File: src/rtl/dmem_port_arbiter.sv
// Data-memory port arbiter: NREQ requesters share one fixed-latency single-port memory, round-robin (or fixed priority with DMEM_ARB_FIXED_PRIO_EN).
// Latency: gnt and mem_en one edge after req; rvalid MEM_LAT+1 cycles after gnt; next grant no earlier than MEM_LAT+2 cycles after the previous one.
// Backpressure: one access in flight; requests held while busy are arbitrated on return to IDLE, requests dropped before gnt are ignored.
module dmem_port_arbiter #(
    parameter int NREQ    = 2,
    parameter int AW      = 5,
    parameter int DW      = 32,
    parameter int MEM_LAT = 1
) (
    input  logic                 clk,
    input  logic                 reset,
    input  logic [NREQ-1:0]      req_i,
    input  logic [NREQ-1:0]      we_i,
    input  logic [NREQ*AW-1:0]   addr_i,
    input  logic [NREQ*DW-1:0]   wdata_i,
    output logic [NREQ-1:0]      gnt_o,
    output logic [NREQ-1:0]      rvalid_o,
    output logic [DW-1:0]        rdata_o,
    output logic                 busy_o,
    output logic                 mem_en_o,
    output logic                 mem_we_o,
    output logic [AW-1:0]        mem_addr_o,
    output logic [DW-1:0]        mem_wdata_o,
    input  logic [DW-1:0]        mem_rdata_i
);

    localparam int PW = (NREQ > 1) ? $clog2(NREQ) : 1;
    localparam int CW = (MEM_LAT > 1) ? $clog2(MEM_LAT) : 1;

    typedef enum logic [1:0] {
        S_IDLE  = 2'd0,
        S_ISSUE = 2'd1,
        S_WAIT  = 2'd2
    } state_t;

    state_t            state_q, state_d;
    logic [PW-1:0]     win_idx;
    logic              win_vld;
    logic [PW-1:0]     owner_q, owner_d;
    logic [CW-1:0]     cnt_q, cnt_d;
    logic [NREQ-1:0]   gnt_q, gnt_d;
    logic [NREQ-1:0]   rvalid_q, rvalid_d;
    logic [DW-1:0]     rdata_q, rdata_d;
    logic              mem_en_q, mem_en_d;
    logic              mem_we_q, mem_we_d;
    logic [AW-1:0]     mem_addr_q, mem_addr_d;
    logic [DW-1:0]     mem_wdata_q, mem_wdata_d;

`ifdef DMEM_ARB_FIXED_PRIO_EN
    // Winner select: lowest requesting port index wins.
    always_comb begin
        win_vld = 1'b0;
        win_idx = '0;
        for (int k = NREQ - 1; k >= 0; k--) begin
            if (req_i[k]) begin
                win_vld = 1'b1;
                win_idx = PW'(k);
            end
        end
    end
`else
    logic [PW-1:0]     rr_ptr_q, rr_ptr_d;
    logic [PW:0]       cand;

    // Winner select: first requesting port at or above rr_ptr, wrapping past NREQ-1.
    always_comb begin
        win_vld = 1'b0;
        win_idx = '0;
        cand    = '0;
        for (int k = 0; k < NREQ; k++) begin
            cand = {1'b0, rr_ptr_q} + (PW+1)'(k);
            if (cand >= (PW+1)'(NREQ)) begin
                cand = cand - (PW+1)'(NREQ);
            end
            if (!win_vld && req_i[cand[PW-1:0]]) begin
                win_vld = 1'b1;
                win_idx = cand[PW-1:0];
            end
        end
    end

    // Pointer moves past the port whose access just completed.
    always_comb begin
        rr_ptr_d = rr_ptr_q;
        if (state_q == S_WAIT && cnt_q == '0) begin
            rr_ptr_d = (owner_q == PW'(NREQ - 1)) ? '0 : owner_q + 1'b1;
        end
    end

    // Round-robin pointer register; cleared by reset so an abandoned access leaves no trace.
    always_ff @(posedge clk or posedge reset) begin
        if (reset) begin
            rr_ptr_q <= '0;
        end else begin
            rr_ptr_q <= rr_ptr_d;
        end
    end
`endif

    // State register.
    always_ff @(posedge clk or posedge reset) begin
        if (reset) begin
            state_q <= S_IDLE;
        end else begin
            state_q <= state_d;
        end
    end

    // Next state: grant from IDLE, one ISSUE cycle, then WAIT until the latency counter expires.
    always_comb begin
        state_d = state_q;
        case (state_q)
            S_IDLE:  if (win_vld) state_d = S_ISSUE;
            S_ISSUE: state_d = S_WAIT;
            S_WAIT:  if (cnt_q == '0) state_d = S_IDLE;
            default: state_d = S_IDLE;
        endcase
    end

    // Output next-values: pulses default low, memory command and read data hold between accesses.
    always_comb begin
        gnt_d       = '0;
        rvalid_d    = '0;
        mem_en_d    = 1'b0;
        mem_we_d    = mem_we_q;
        mem_addr_d  = mem_addr_q;
        mem_wdata_d = mem_wdata_q;
        rdata_d     = rdata_q;
        owner_d     = owner_q;
        cnt_d       = cnt_q;
        case (state_q)
            S_IDLE: begin
                if (win_vld) begin
                    gnt_d       = NREQ'(1) << win_idx;
                    mem_en_d    = 1'b1;
                    mem_we_d    = we_i[win_idx];
                    mem_addr_d  = addr_i[win_idx*AW +: AW];
                    mem_wdata_d = wdata_i[win_idx*DW +: DW];
                    owner_d     = win_idx;
                    cnt_d       = CW'(MEM_LAT - 1);
                end
            end
            S_WAIT: begin
                if (cnt_q == '0) begin
                    rvalid_d = NREQ'(1) << owner_q;
                    // A write completes without disturbing the last read result.
                    if (!mem_we_q) begin
                        rdata_d = mem_rdata_i;
                    end
                end else begin
                    cnt_d = cnt_q - 1'b1;
                end
            end
            default: ;
        endcase
    end

    // Registered outputs and access bookkeeping.
    always_ff @(posedge clk or posedge reset) begin
        if (reset) begin
            gnt_q       <= '0;
            rvalid_q    <= '0;
            rdata_q     <= '0;
            mem_en_q    <= 1'b0;
            mem_we_q    <= 1'b0;
            mem_addr_q  <= '0;
            mem_wdata_q <= '0;
            owner_q     <= '0;
            cnt_q       <= '0;
        end else begin
            gnt_q       <= gnt_d;
            rvalid_q    <= rvalid_d;
            rdata_q     <= rdata_d;
            mem_en_q    <= mem_en_d;
            mem_we_q    <= mem_we_d;
            mem_addr_q  <= mem_addr_d;
            mem_wdata_q <= mem_wdata_d;
            owner_q     <= owner_d;
            cnt_q       <= cnt_d;
        end
    end

    assign gnt_o       = gnt_q;
    assign rvalid_o    = rvalid_q;
    assign rdata_o     = rdata_q;
    assign busy_o      = (state_q != S_IDLE);
    assign mem_en_o    = mem_en_q;
    assign mem_we_o    = mem_we_q;
    assign mem_addr_o  = mem_addr_q;
    assign mem_wdata_o = mem_wdata_q;

endmodule

File: config.mk
export PLATFORM = sky130hd
export DESIGN_NAME = dmem_port_arbiter
export DESIGN_NICKNAME = d
export VERILOG_FILES = /design/src/rtl/dmem_port_arbiter.sv
export SDC_FILE = /design/constraint.sdc
export NUM_CORES = 1
export LEC_CHECK = 0
export ABC_AREA = 1
export CAP_MARGIN = 20
export CORE_MARGIN = 5
export CORE_UTILIZATION = 40
export CTS_BUF_LIST = sky130_fd_sc_hd__clkbuf_2 sky130_fd_sc_hd__clkbuf_4 sky130_fd_sc_hd__clkbuf_8
export DETAILED_ROUTE_END_ITERATION = 10
export PLACE_DENSITY = 0.82
export SLEW_MARGIN = 20
export SYNTH_ARGS = -nofsm -noshare
export SYNTH_HDL_FRONTEND = slang
export SYNTH_SLANG_ARGS = --single-unit
File: constraint.sdc
create_clock -name clk -period 3.15 [get_ports clk]
set_input_delay 0.63 -clock clk [delete_from_list [all_inputs] [get_ports clk]]
set_output_delay 0.63 -clock clk [all_outputs]
set_load 0.01 [all_outputs]
Word level (Yosys, flattened, before mapping)
Index checks and enable logic that the tools add are counted.
{"block": "op_classes", "add_sub_neg": 5, "n_mul": 1, "n_reduce_logical": 10, "n_lt_le_gt_ge": 5, "n_bitwise": 2, "muxes": 25, "shifts": 4, "n_eq_ne": 4}
{"cell": "64-bit by 7-bit variable part select with 32-bit output", "n": 1}
{"cell": "1-bit 2-to-1 mux", "n": 17}
{"cell": "2-bit 2-to-1 mux", "n": 6}
{"cell": "10-bit by 5-bit variable part select with 5-bit output", "n": 1}
{"cell": "1-bit by 2-bit less-than comparator with 1-bit output (second input constant)", "n": 3}
{"cell": "2-bit one-hot mux with 3 select lines", "n": 1}
{"cell": "2-bit AND reduction", "n": 3}
{"cell": "1-bit by 3-bit multiplier with 4-bit output (second input constant)", "n": 1}
{"cell": "2-bit inequality test (second input constant)", "n": 2}
{"cell": "2-bit nonzero test", "n": 2}
{"cell": "1-bit by 1-bit << shifter with 2-bit output (first input constant)", "n": 2}
{"cell": "3-bit AND reduction", "n": 1}
{"cell": "1-bit subtractor (second input constant)", "n": 3}
{"cell": "1-bit by 1-bit adder with 2-bit output (second input constant)", "n": 1}
{"cell": "2-bit by 1-bit == test with 1-bit output (second input constant)", "n": 1}
{"cell": "2-bit == test (second input constant)", "n": 1}
{"cell": "1-bit by 2-bit >= comparator with 1-bit output (second input constant)", "n": 1}
{"cell": "2-bit >= comparator (second input constant)", "n": 1}
{"cell": "1-bit logical AND", "n": 2}
{"cell": "2-bit zero test", "n": 1}
{"cell": "1-bit inverter", "n": 2}
{"cell": "1-bit one-hot mux with 2 select lines", "n": 1}
{"cell": "1-bit adder (second input constant)", "n": 1}
{"cell": "1-bit zero test", "n": 1}
{"block": "totals", "wordCells": 67, "output_inout_bits": 76, "reg_bits": 80, "input_bits": 112}

Longest topological paths before layout
{"block": "depth", "ltp_word": 11, "mapped_depth": 7}

Worst setup path before layout
OpenSTA, ideal clock, no wires.
{"block": "synth_timing", "path_type": "input to register", "from": "input port req_i[1]", "to": "register mem_wdata_q[20], in the netlist mem_wdata_o[20]", "setup_slack_ns": 1.697, "n_path_buf": 2, "arrival_time_ns": 1.384, "setup_ns": 0.069, "required_ns": 3.081, "path_stages": 5, "path_cell_list": "buf_2 a21oi_2 buf_4 nand3_1 nand3_1"}
{"block": "synth_between", "elab_chain_cells": 7, "word_cells_on_any_way": 12, "cone_classes": "1 x shift; 8 x mux; 3 x reduce/logical"}
{"item": "start: declaration", "line_no": "12", "text": "input logic [NREQ-1:0] req_i,"}
{"item": "1-bit 2-to-1 mux (not written as such) (2 in series)", "line_no": "75", "text": "if (!win_vld && req_i[cand[PW-1:0]]) begin"}
{"item": "1-bit 2-to-1 mux", "line_no": "75"}
{"item": "1-bit zero test", "line_no": "75"}
{"item": "1-bit logical AND", "line_no": "75"}
{"item": "1-bit 2-to-1 mux", "line_no": "75"}
{"item": "64-bit by 7-bit variable part select with 32-bit output / 2-bit AND reduction (equally long branches)"}
{"item": "end signal: assignment", "line_no": "177", "text": "mem_wdata_q <= mem_wdata_d;"}
{"item": "end: declaration", "line_no": "47", "text": "logic [DW-1:0] mem_wdata_q, mem_wdata_d;"}
Several ways; a longest one is shown, not always the timed one. The select of a mux whose other input is x is not followed.
A chain may end at the register's enable or synchronous reset.

Worst setup path in the final report
{"block": "layout_timing", "from": "register state_q[1]", "to": "output port busy_o"}
{"block": "layout_between", "elab_chain_cells": 1}
{"item": "start: declaration", "line_no": "36", "text": "state_t state_q, state_d;"}
{"item": "start signal: assignment", "line_no": "105", "text": "state_q <= state_d;"}
{"item": "2-bit nonzero test", "line_no": "186", "text": "assign busy_o = (state_q != S_IDLE);"}
{"item": "end: declaration", "line_no": "19", "text": "output logic busy_o,"}
No other way between the ends.

==> flow_summary.json <==
{
  "clk_pin_slew_worst_paths_ns": 0.08,
  "yosysSeqAreaShare_pct": 56.35,
  "cts_setup_buffers": 0,
  "drt_iter0_drc": 146,
  "setup_tns_ns": 0,
  "min_period_ns": 2.183,
  "hold_buffers": 0,
  "synth_area_leaders": "dfrtp_1, nand3_1, nand2_1",
  "powerDensity_mw_per_mm2": 886.6,
  "synthesis.nets": 529,
  "syn_area_mm2": 0.003508,
  "use_met1_pct": 24.01,
  "setup_violations": 0,
  "synth_seq_cells": 79,
  "grt.busiest_layer": "met2",
  "routabilityCongestion": 0.8213,
  "crit_path_end_kind": "output pin",
  "path_class": "register to output pin",
  "status": "finished clean",
  "hpwl_um": 7861,
  "clk_latency_ns": 0.34,
  "grt_pass1_wl_um": 17250,
  "drc": 0,
  "wl_per_cell_um": 14.62,
  "met2_usage_pct": 31.38,
  "nNetsFinal": 708,
  "worst_pin_slew_ns": 0.6100,
  "row_count": 34,
  "start_kind": "register",
  "io_pins": 188,
  "grt_max_degree": 65,
  "synth_warnings": 0,
  "cts_tree": "yes",
  "n_antenna_cell": 0,
  "firstDrtPassIters": 4,
  "cts_buffers": 9,
  "hp-class": "register to register",
  "fp.coreArea_mm2": 0.008636,
  "grtUsageMet3_pct": 5.473,
  "fmax_mhz": 458.1,
  "area_growth_pct": 62.45,
  "synth_cell_types": 17,
  "viasPerCell": 5.024,
  "grt_usage_pct": 19.09,
  "cts.sinks": 79,
  "antenna_found_initial": 0,
  "die_x_um": 103.7,
  "required_ns": 2.52,
  "final_common_cell": "clkdlybuf4s50_1",
  "slew_violations": 0,
  "die_y_um": 103.7,
  "fin_crit_sh_pct": 69.30,
  "critPathMaxFanout": 5,
  "drv_cap": 0,
  "avgSynthCellArea_um2": 8.413,
  "dieArea_mm2": 0.01074,
  "start_util_pct": 40.63,
  "power_leakage_nw": 2.742,
  "grt_pass1_vias": 3542,
  "wirelength_um": 10370,
  "final_layout_size_suffix_gt1_share_pct": 5.324,
  "num_vias": 3562,
  "most-common-layout-cells": "clkdlybuf4s50_1, nand2_1, dfrtp_1, nand3_1, inv_1",
  "clock_skew_ns": 0.01402,
  "clockBufferDepth": 2,
  "grt-ovfl-total": 0,
  "syn_inst": 417,
  "cts.htree.levels": 3,
  "peakVddDrop_v": 0.0004489,
  "relSlewSlack_pct": 59.33,
  "ant_nets": 0,
  "hold_viol_final": 0,
  "cts_root_buf": "clkbuf_8",
  "synth_top_area_share_pct": 56.35,
  "grt_setup_unrepaired": "no",
  "timing.hold.ws_ns": 0.4276,
  "ctsResizeCount": 0,
  "port_buffers": 187,
  "crit_arrival_ns": 1.55,
  "yosysTopAreaCell": "dfrtp_1"
}
[cells in the mapped netlist, drive strengths merged]
| cell type | n |
|---|---|
| o21ai | 34 |
| nand2 | 99 |
| dfrtp | 79 |
| nand3 | 77 |
| clkbuf | 13 |
| buf | 15 |
| inv | 64 |
| nor2 | 7 |
| nand3b | 1 |
| a21oi | 2 |
| nand4 | 26 |
[critical path, stage by stage (launching register included)]
cell and delay, ns:
dfrtp_1 0.46, inv_1 0.06, nand2_1 0.12, clkdlybuf4s50_1 0.58
[cell families after synthesis]
group           Yosys count  share of synthesized area (%)
simple gates            210                          27.57
compound gates           36                          5.350
flops                    79                          56.35
buf+inv                  92                          10.73
[routing by layer]
| layer | wire length, µm | vias to the layer above |
|---|---|---|
| met1 | 4217 | 1657 |
| met5 | 0 | - |
| met3 | 881 | 20 |
| met2 | 5053 | 184 |
| met4 | 213 | 0 |
| li1 | - | 1701 |
[stage by stage]
step | util [%] | total power [mW] | std cells | worst slack [ns] | instance area (µm²)
6_report | 66.00 | 5.053 | 709 | 0.9670 | 5699
5_1_grt | 66.00 | 5.396 | 709 | 0.8790 | 5699
4_1_cts | 65.76 | 5.094 | 708 | 0.9358 | 5679
3_5_place_dp | 63.14 | 4.244 | 692 | 0.7339 | 5453
3_3_place_gp | 63.14 | 4.165 | 692 | 0.8415 | 5453
2_1_floorplan | - | 2.890 | 417 | 0.4966 | 3508
[power by group]
part,switching (mW),internal [mW]
Combinational,1.19,1.26
Sequential,0.277,1.50
Clock,0.351,0.477
Total,1.81,3.24
[final timing paths]
kind	start	to	slack [ns]	cells after the start
min in group asynchronous	reset	mem_wdata_o[17]$_DFFE_PP0P_	0.63	2
worst min-delay path	owner_q$_DFFE_PP0P_	rvalid_o[0]$_DFF_PP0_	0.43	1
worst max register to register	rr_ptr_q$_DFFE_PP0N_	mem_wdata_o[11]$_DFFE_PP0P_	1.46	6
worst max-delay path	state_q[1]$_DFFE_PP0P_	busy_o	0.97	3
max in group asynchronous	reset	rr_ptr_q$_DFFE_PP0N_	1.87	3
worst min register to register	owner_q$_DFFE_PP0P_	rvalid_o[0]$_DFF_PP0_	0.43	1
[cell type report]
class / count / area [µm²]
multi-input combinational: 246 / 1155
inverter: 64 / 241.5
fill: 685 / 2937
tap: 108 / 135.1
sequential: 79 / 1977
timing repair buffer: 196 / 1964
clock buffer: 11 / 145.1
clock inverter: 5 / 81.33
[registers in the layout, summed over array words and instances (netlist names)]
name	count
mem_we_o	1
rr_ptr_q	1
gnt_o	2
rvalid_o	2
mem_addr_o	5
state_q	2
mem_wdata_o	32
mem_en_o	1
owner_q	1
rdata_o	32
(Power assumes the default switching activity.)
